## src/rtl/placar_bcd_display_pkg.sv

```systemverilog
// Shared definitions for the scoreboard BCD display block.
//   - state_t        : conversion FSM encodings (IDLE/CONV/LOAD)
//   - SEG_*          : 7-segment patterns, active-low, bit order {g,f,e,d,c,b,a}
//   - CONV_STEPS     : number of shift-add-3 steps for a 7-bit binary input
//   - bcd_add3       : double-dabble nibble correction
//   - seg_polarity   : maps an active-low pattern to the board polarity
package placar_bcd_display_pkg;

  typedef enum logic [1:0] {
    IDLE = 2'd0,
    CONV = 2'd1,
    LOAD = 2'd2
  } state_t;

  localparam logic [6:0] SEG_0     = 7'h40;
  localparam logic [6:0] SEG_1     = 7'h79;
  localparam logic [6:0] SEG_2     = 7'h24;
  localparam logic [6:0] SEG_3     = 7'h30;
  localparam logic [6:0] SEG_4     = 7'h19;
  localparam logic [6:0] SEG_5     = 7'h12;
  localparam logic [6:0] SEG_6     = 7'h02;
  localparam logic [6:0] SEG_7     = 7'h78;
  localparam logic [6:0] SEG_8     = 7'h00;
  localparam logic [6:0] SEG_9     = 7'h10;
  localparam logic [6:0] SEG_BLANK = 7'h7F;

  localparam int CONV_STEPS = 7;

  // A nibble >= 5 would become >= 10 after the next shift, so it is
  // pre-corrected by +3 to carry cleanly into the next decade.
  function automatic logic [3:0] bcd_add3(input logic [3:0] n);
    return (n >= 4'd5) ? n + 4'd3 : n;
  endfunction

  function automatic logic [6:0] seg_polarity(input logic [6:0] p, input bit active_low);
    return active_low ? p : ~p;
  endfunction

endpackage

```

## src/rtl/placar_bcd_display_if.sv

```systemverilog
// Request/result bundle between the score path and the BCD display block.
//   start, score            : requester -> display
//   busy, done              : display -> requester
//   hund, tens, units       : BCD digits of the last completed conversion
//   seg_h, seg_t, seg_u     : matching 7-segment patterns
//
// Handshake: start is a request that is accepted on a rising clock edge only
// while busy=0; score is sampled on that same edge. busy stays high from the
// accepting edge until the results are loaded. done pulses for exactly one
// cycle when the digits and segments change; a start seen while busy=1 is
// dropped, so the requester re-asserts it after done.
interface placar_bcd_display_if;
  logic       start;
  logic [6:0] score;
  logic       busy;
  logic       done;
  logic [3:0] hund;
  logic [3:0] tens;
  logic [3:0] units;
  logic [6:0] seg_h;
  logic [6:0] seg_t;
  logic [6:0] seg_u;

  modport master (
    output start, score,
    input  busy, done, hund, tens, units, seg_h, seg_t, seg_u
  );

  modport slave (
    input  start, score,
    output busy, done, hund, tens, units, seg_h, seg_t, seg_u
  );
endinterface

```

## src/rtl/placar_bcd_display_dec7seg.sv

```systemverilog
// Combinational BCD digit to active-low 7-segment pattern, {g,f,e,d,c,b,a}.
//   bcd : 4-bit digit 0..9 (codes 10..15 show blank)
//   seg : active-low segment pattern
module placar_bcd_display_dec7seg
  import placar_bcd_display_pkg::*;
(
  input  logic [3:0] bcd,
  output logic [6:0] seg
);

  always_comb begin
    seg = SEG_BLANK;
    case (bcd)
      4'd0: seg = SEG_0;
      4'd1: seg = SEG_1;
      4'd2: seg = SEG_2;
      4'd3: seg = SEG_3;
      4'd4: seg = SEG_4;
      4'd5: seg = SEG_5;
      4'd6: seg = SEG_6;
      4'd7: seg = SEG_7;
      4'd8: seg = SEG_8;
      4'd9: seg = SEG_9;
      default: seg = SEG_BLANK;
    endcase
  end

endmodule

```

## src/rtl/placar_bcd_display.sv

```systemverilog
// Scoreboard display: converts a 7-bit team score to three BCD digits with a
// sequential double-dabble engine and drives three 7-segment patterns.
//   clk       : rising-edge clock
//   rst_n     : asynchronous active-low reset
//   bus       : slave side of placar_bcd_display_if (start/score in,
//               busy/done/digits/segments out)
//   state_dbg : current FSM state for observation
// Parameters:
//   SEG_ACTIVE_LOW : 1 = segment lit by 0, 0 = inverted patterns
//   BLANK_LEADING  : 1 = blank leading-zero hundreds/tens digits
// Timing: start accepted at E0, seven shift steps E1..E7, results and a
// one-cycle done after E8; next accept possible at E9.
module placar_bcd_display
  import placar_bcd_display_pkg::*;
#(
  parameter bit SEG_ACTIVE_LOW = 1'b1,
  parameter bit BLANK_LEADING  = 1'b1
) (
  input  logic                 clk,
  input  logic                 rst_n,
  placar_bcd_display_if.slave  bus,
  output state_t               state_dbg
);

  localparam logic [2:0] LAST_STEP = 3'(CONV_STEPS - 1);
  localparam logic [6:0] RST_SEG_LEAD = seg_polarity(BLANK_LEADING ? SEG_BLANK : SEG_0,
                                                     SEG_ACTIVE_LOW);
  localparam logic [6:0] RST_SEG_U = seg_polarity(SEG_0, SEG_ACTIVE_LOW);

  state_t      state, state_d;
  logic [6:0]  bin_q;
  logic [11:0] bcd_q;
  logic [2:0]  step_q;
  logic        done_q;
  logic [3:0]  hund_q, tens_q, units_q;
  logic [6:0]  seg_h_q, seg_t_q, seg_u_q;

  logic [11:0] bcd_adj;
  logic [18:0] shifted;
  logic [6:0]  raw_h, raw_t, raw_u;
  logic        blank_h, blank_t;
  logic [6:0]  seg_h_d, seg_t_d, seg_u_d;

  // FSM state register
  always_ff @(posedge clk or negedge rst_n) begin
    if (!rst_n) state <= IDLE;
    else        state <= state_d;
  end

  // FSM next state
  always_comb begin
    state_d = state;
    case (state)
      IDLE:    if (bus.start) state_d = CONV;
      CONV:    if (step_q == LAST_STEP) state_d = LOAD;
      LOAD:    state_d = IDLE;
      default: state_d = IDLE;
    endcase
  end

  // One double-dabble step: correct every nibble, then shift {bcd, bin} left.
  assign bcd_adj = {bcd_add3(bcd_q[11:8]), bcd_add3(bcd_q[7:4]), bcd_add3(bcd_q[3:0])};
  assign shifted = {bcd_adj, bin_q} << 1;

  placar_bcd_display_dec7seg u_dec_h (.bcd(bcd_q[11:8]), .seg(raw_h));
  placar_bcd_display_dec7seg u_dec_t (.bcd(bcd_q[7:4]),  .seg(raw_t));
  placar_bcd_display_dec7seg u_dec_u (.bcd(bcd_q[3:0]),  .seg(raw_u));

  // Tens is only a leading zero when hundreds is zero too (100 shows "100").
  assign blank_h = BLANK_LEADING && (bcd_q[11:8] == 4'd0);
  assign blank_t = blank_h && (bcd_q[7:4] == 4'd0);
  assign seg_h_d = seg_polarity(blank_h ? SEG_BLANK : raw_h, SEG_ACTIVE_LOW);
  assign seg_t_d = seg_polarity(blank_t ? SEG_BLANK : raw_t, SEG_ACTIVE_LOW);
  assign seg_u_d = seg_polarity(raw_u, SEG_ACTIVE_LOW);

  // Datapath and output registers; outputs only change in LOAD.
  always_ff @(posedge clk or negedge rst_n) begin
    if (!rst_n) begin
      bin_q   <= '0;
      bcd_q   <= '0;
      step_q  <= '0;
      done_q  <= 1'b0;
      hund_q  <= '0;
      tens_q  <= '0;
      units_q <= '0;
      seg_h_q <= RST_SEG_LEAD;
      seg_t_q <= RST_SEG_LEAD;
      seg_u_q <= RST_SEG_U;
    end else begin
      done_q <= 1'b0;
      case (state)
        IDLE: begin
          if (bus.start) begin
            bin_q  <= bus.score;
            bcd_q  <= '0;
            step_q <= '0;
          end
        end
        CONV: begin
          bcd_q  <= shifted[18:7];
          bin_q  <= shifted[6:0];
          step_q <= step_q + 3'd1;
        end
        LOAD: begin
          hund_q  <= bcd_q[11:8];
          tens_q  <= bcd_q[7:4];
          units_q <= bcd_q[3:0];
          seg_h_q <= seg_h_d;
          seg_t_q <= seg_t_d;
          seg_u_q <= seg_u_d;
          done_q  <= 1'b1;
        end
        default: ;
      endcase
    end
  end

  assign bus.busy  = (state != IDLE);
  assign bus.done  = done_q;
  assign bus.hund  = hund_q;
  assign bus.tens  = tens_q;
  assign bus.units = units_q;
  assign bus.seg_h = seg_h_q;
  assign bus.seg_t = seg_t_q;
  assign bus.seg_u = seg_u_q;
  assign state_dbg = state;

endmodule

```

## src/flat_wrapper.sv

```systemverilog
// flat-port wrapper written by rule: the top's interface ports become plain ports
module placar_bcd_display_flat import placar_bcd_display_pkg::*;
#(
  parameter bit SEG_ACTIVE_LOW = 1'b1,
  parameter bit BLANK_LEADING  = 1'b1
)
  (clk, rst_n, state_dbg, bus_start, bus_score, bus_busy, bus_done, bus_hund, bus_tens, bus_units, bus_seg_h, bus_seg_t, bus_seg_u);
  placar_bcd_display_if bus_i ();
  input  logic clk;
  input  logic rst_n;
  output state_t state_dbg;
  input wire logic [$bits(bus_i.start)-1:0] bus_start;
  input wire logic [$bits(bus_i.score)-1:0] bus_score;
  output wire logic [$bits(bus_i.busy)-1:0] bus_busy;
  output wire logic [$bits(bus_i.done)-1:0] bus_done;
  output wire logic [$bits(bus_i.hund)-1:0] bus_hund;
  output wire logic [$bits(bus_i.tens)-1:0] bus_tens;
  output wire logic [$bits(bus_i.units)-1:0] bus_units;
  output wire logic [$bits(bus_i.seg_h)-1:0] bus_seg_h;
  output wire logic [$bits(bus_i.seg_t)-1:0] bus_seg_t;
  output wire logic [$bits(bus_i.seg_u)-1:0] bus_seg_u;
  assign bus_i.start = bus_start;
  assign bus_i.score = bus_score;
  assign bus_busy = bus_i.busy;
  assign bus_done = bus_i.done;
  assign bus_hund = bus_i.hund;
  assign bus_tens = bus_i.tens;
  assign bus_units = bus_i.units;
  assign bus_seg_h = bus_i.seg_h;
  assign bus_seg_t = bus_i.seg_t;
  assign bus_seg_u = bus_i.seg_u;
  placar_bcd_display #(.SEG_ACTIVE_LOW(SEG_ACTIVE_LOW), .BLANK_LEADING(BLANK_LEADING)) u_core (.clk(clk), .rst_n(rst_n), .bus(bus_i), .state_dbg(state_dbg));
endmodule
```

## config.mk

```make
export PLATFORM = sky130hd
export DESIGN_NAME = placar_bcd_display_flat
export DESIGN_NICKNAME = d
export VERILOG_FILES = /design/src/rtl/placar_bcd_display_pkg.sv /design/src/rtl/placar_bcd_display_if.sv /design/src/rtl/placar_bcd_display_dec7seg.sv /design/src/rtl/placar_bcd_display.sv /design/src/flat_wrapper.sv
export SDC_FILE = /design/constraint.sdc
export NUM_CORES = 1
export LEC_CHECK = 0
export ABC_AREA = 1
export CAP_MARGIN = 30
export CORE_UTILIZATION = 54
export CTS_CLUSTER_DIAMETER = 30
export CTS_CLUSTER_SIZE = 14
export DETAILED_ROUTE_END_ITERATION = 16
export PLACE_DENSITY = 0.84
export SLEW_MARGIN = 5
export SYNTH_ARGS = -nofsm -noshare
export SYNTH_HDL_FRONTEND = slang
export SYNTH_SLANG_ARGS = --single-unit
```

## constraint.sdc

```tcl
create_clock -name clk -period 1.89 [get_ports clk]
set_input_delay 0.2835 -clock clk [delete_from_list [all_inputs] [get_ports clk]]
set_output_delay 0.2835 -clock clk [all_outputs]
set_load 0.05 [all_outputs]
```

; Yosys cells after proc, flatten, opt, wreduce, memory -nomap -nowiden
; Memory sizes are Yosys's and may differ from the RTL's. A register that Yosys moved wholly into a read port is not among the register bits.
; Index checks and enable logic that the tools add are counted.
[word_totals]
register_bits = 51
wordCells = 49
out_inout_bits = 37
mem_count = 3
mem_bits_ro = 336
[mem_list]
columns = memory, words, width, read_ports, rd_ports_with_merged_regs, write_ports, line_no
row1 = (no name shown), 16, 7, 1, 0, 0, placar_bcd_display_dec7seg.sv:13  ; case (bcd)
row2 = (no name shown), 16, 7, 1, 0, 0, placar_bcd_display_dec7seg.sv:13
row3 = (no name shown), 16, 7, 1, 1, 0, placar_bcd_display_dec7seg.sv:13
[classes]
n_mux = 15
order_cmp = 3
reduce_logical = 9
eq_ne = 5
addsub = 4
[op_table]
columns = cell, n
row1 = $pmux 12 s2, 1
row2 = $mux 7, 3
row3 = $pmux 7 s2, 1
row4 = $ge 4x3->1 const B, 3
row5 = $mux 12, 1
row6 = $add 4x2->4 const B, 2
row7 = $logic_not 4->1, 2
row8 = $mux 4, 2
row9 = $mux 3, 2
row10 = $pmux 3 s2, 1
row11 = $mux 2, 2
row12 = $pmux 2 s2, 1
row13 = $reduce_and 2->1, 2
row14 = $reduce_bool 2->1, 2
row15 = $add 3x1->3 const B, 1
row16 = $add 3x2->3 const B, 1
row17 = $eq 3x3->1 const B, 1
row18 = $eq 2x1->1 const B, 1
row19 = $eq 2x2->1 const B, 1
row20 = $logic_not 2->1, 1
row21 = $ne 2x1->1 const B, 1
row22 = $ne 2x2->1 const B, 1
row23 = $logic_and 1x1->1, 1
row24 = $logic_not 1->1, 1
row25 = $mux 1, 1

; Longest topological paths before layout
[logic_depth]
ltp_word = 3
depth_mapped = 9
mapped_depth_nobuf = 9

; By module
; From an unflattened synthesis, not the netlist that was laid out.
[hier_totals]
cells_unflattened = 411
area_unflattened_um2 = 3215.6
[by_module_without_submodules]
columns = module, seq_area_each_um2, area_per_inst_um2, instances, cells_each
row1 = placar_bcd_display, 1470.2, 2652.5, 1, 306
row2 = placar_bcd_display_dec7seg, 0.0, 187.7, 3, 35

; Least setup slack after synthesis
; No wires, ideal clock.
[synth_timing]
kind = register to register
startpoint = register u_core.state[1], in the netlist u_core.state_dbg[1]
endpoint = register u_core.bcd_q[11]
stages_incl_launch_ff = 6
setup_ps = 127
slack_ps = 381
synth_period_minus_slack_ps = 1509
n_path_buf = 0
arrival_time_ps = 1382
path_cell_list = dfrtp_1 -> inv_1 -> nand2_4 -> clkinv_1 -> nand3_1 -> o21ai_0
[synth_between]
elab_chain_cells = 3
elab_cells_between_ends = 6
cone_classes = 2 x eq/ne / 1 x mux / 3 x reduce/logical
[synth_rtl]
columns = element, line_no
row1 = start: declaration, placar_bcd_display.sv:30  ; state_t state, state_d;
row2 = start signal: assignment, placar_bcd_display.sv:47  ; else state <= state_d;
row3 = $eq 2x1->1 or $logic_not 2->1 (tied branches), placar_bcd_display.sv:91  ; case (state)
row4 = $reduce_bool 2->1 (no source line) or $ne 2x2->1 (tied branches), n/a
row5 = $reduce_and 2->1 (no source line), n/a
row6 = end signal: assignment, placar_bcd_display.sv:100  ; bcd_q <= shifted[18:7];
row7 = end: declaration, placar_bcd_display.sv:32  ; logic [11:0] bcd_q;
; Parallel ways exist; a longest one is shown, timed or not.
; A chain may end at the register's enable or synchronous reset.

; Worst setup path after layout
[layout_timing]
startpoint = register u_core.seg_u_q[0], in the netlist u_core.bus.seg_u[0]
endpoint = output port bus_seg_u[0]
[layout_lines]
columns = element, line_no
row1 = start: declaration, placar_bcd_display.sv:36  ; logic [6:0] seg_h_q, seg_t_q, seg_u_q;
row2 = end: declaration, flat_wrapper.sv:21  ; output wire logic [$bits(bus_i.seg_u)-1:0] bus_seg_u;
; No word-level cell between the ends.

==> flow_summary.toml <==
[critical_path]
critPathArrivalTime_ns = 1.51
rr_worst_depth = 9
worstPathCellList = "clkdlybuf4s50_1"
required_ns = 1.61
cp_max_fo = 2
critPathSlowestCell = "clkdlybuf4s50_1"
cp-end-kind = "primary output"
worst-path-buf-inv = 1
max_stage_delay_ns = 0.81
reg2reg_slack_ns = 0.31
r2r-end = "u_core.bcd_q[1]"
r2r_start = "u_core.bcd_q[1]"
cp-start-kind = "flip-flop"
path_delay_family = "buffers and inverters"
criticalPathCategory = "reg2out"

[global_routing]
grt_pass1_wl_um = 10700
overflow = 0
grt_pass1_vias = 2437
grt_max_degree = 59
antenna_found_initial = 0
track_usage_pct = 22.74

[cells_and_area]
final_nets = 442
final_cell_mix = "nand2_1, dfrtp_1, o21ai_0"
n_fill_cell = 434
syn2layout_area_growth_pct = 20.62
layout-drive-gt1-share_pct = 15.11
n_antenna_cell = 0
final_common_cell = "nand2_1"

[floorplanning]
die_height_um = 77.10
core_sq_mm = 0.005270
initial_core_util_pct = 57.79
die_x_um = 77.10
io_pins = 47
fp.dieArea_sq_mm = 0.005944
rows = 26

[yosys]
synth_warnings = 0
synthCells = 363
syn-cell-area_sq_mm = 0.003045
syn-num-nets = 393
ys_ff_latch = 58
ys_types = 31
seq_area_frac_synth_pct = 48.27
avgSynthCellArea_sq_um = 8.390

[route]
routed_wirelength_um = 6101
via_count = 2507
drc = 0
first_pass_iters = 4
wl_per_cell_um = 12.53
via_per_inst = 5.148
final_antenna_net_count = 0
drtIter0Drc = 189

[sta]
fin_skew_ns = 0.006277
hold_violations = 0
finalSetupViolCount = 0
fin_setup_tns_ns = 0
fmax_mhz = 558.5
slew_headroom_pct = 66.59
period_minus_slack_ns = 1.790
tightest_slew_ns = 0.4996
rsz0062_at_grt = "no"
slew_violations = 0
finalCritPeriodShare_pct = 94.73

[placement]
numPortBuffers = 46
dp_hpwl_um = 4167
place.gp.congestion = 0.8778

[clocking]
cts_tree = "built"
clk_pin_slew_ns = 0.06
cts_buffers = 9
cts_root_buf = "clkbuf_8"
cts_max_level = 3
cts_buffer_depth = 2
post-cts-setup-buffers = 0
clock_sinks = 58
insertion_delay_ns = 0.34

[hold_path]
hold_path.class = "in2async"

[status]
status = "completed"

[job]
maxCapViolCount = 0
flip-flops by register name (all words and copies together), names as in the netlist, 3 cells and up:
| signal | cells |
|---|---|
| u_core.step_q | 3 |
| u_core.bus.tens | 4 |
| u_core.bus.hund | 4 |
| u_core.bus.units | 4 |
| u_core.bus.seg_t | 7 |
| u_core.bin_q | 7 |
| u_core.bcd_q | 12 |
| u_core.bus.seg_u | 7 |
| u_core.bus.seg_h | 7 |
synthesized netlist by cell type:
master,instances,share of area [%]
clkinv_1,1,0.12
buf_12,1,0.66
a31oi_1,3,0.62
o21ai_0,41,6.7
nor2_4,2,0.74
o21ai_2,1,0.29
inv_2,4,0.49
dfstp_2,15,13
nor2_1,36,4.4
buf_6,3,1.1
ha_1,20,8.2
buf_4,2,0.49
a22oi_1,2,0.49
nand4_1,2,0.41
nand3b_1,1,0.25
nand3_1,32,5.3
nor3_1,2,0.33
clkbuf_2,1,0.16
o211ai_1,3,0.74
o22ai_1,1,0.21
nand2_1,91,11
buf_2,5,0.82
nor2_2,2,0.41
inv_1,31,3.8
dfrtp_1,43,35
a21oi_1,12,2.0
nand2_4,2,0.74
or2_2,1,0.21
o21ai_1,1,0.16
o211ai_2,1,0.41
or2_0,1,0.21
through the flow:
| stage | area, sq um | cells | hold WS (ns) | util [%] | setup WS (ns) |
|---|---|---|---|---|---|
| final | 3674 | 487 | 0.4684 | 69.71 | 0.09960 |
| after global placement | 3482 | 470 | 0.3066 | 66.07 | 0.3767 |
| after CTS | 3674 | 487 | 0.4831 | 69.71 | 0.08740 |
| after floorplan | 3045 | 363 | -0.01209 | - | 0.3808 |
| after detailed placement | 3482 | 470 | 0.3083 | 66.07 | 0.3475 |
| after global routing | 3674 | 487 | 0.4975 | 69.71 | 0.06197 |
area by class of cell:
| type | instances | area [sq um] | share of cell area, % |
|---|---|---|---|
| Timing Repair Buffer | 50 | 456.7 | 12.43 |
| Clock buffer | 14 | 172.7 | 4.700 |
| Clock inverter | 2 | 10.01 | 0.2725 |
| Inverter | 36 | 135.1 | 3.678 |
| Sequential cell | 58 | 1470 | 40.02 |
| Tap cell | 70 | 87.58 | 2.384 |
| Multi-Input combinational cell | 257 | 1341 | 36.51 |
cell families (layout without fill, tap and decap cells):
kind of cell,after synthesis,in the layout,share of synthesized area [%]
compound gates,65,65,11.63
fa+ha+maj,20,20,8.217
simple gates,172,172,24.20
buf+inv,48,102,7.682
flops,58,58,48.27
metal layers:
layer	wire length, um	track usage (%)
met5	0	0
met2	2706	35.09
met4	108	12.64
met1	3017	30.12
met3	269	4.286
how the worst max path moves through the flow:
| stage | end | from | slack, ns | cells after the start |
|---|---|---|---|---|
| after floorplan | u_core.bcd_q[11] | u_core.state_dbg[1] | 0.38 | 5 |
| after global placement | state_dbg[1] | u_core.state_dbg[1] | 0.38 | 1 |
| after detailed placement | u_core.bcd_q[11] | u_core.bcd_q[8] | 0.35 | 7 |
| after CTS | bus_seg_u[0] | u_core.bus.seg_u[0] | 0.09 | 1 |
| after global routing | bus_seg_u[0] | u_core.bus.seg_u[0] | 0.06 | 1 |
| final | bus_seg_u[0] | u_core.bus.seg_u[0] | 0.1 | 1 |
what timing repair did:
item,CTS,global route
endpoints found under the hold margin,43,0
hold buffers,1,0
endpoints found under the setup margin,1,0
resized for setup,1,0
Power is left out: the tool's default activity adds up to more than one toggle a clock period on the data nets, which glitch-free logic cannot reach.
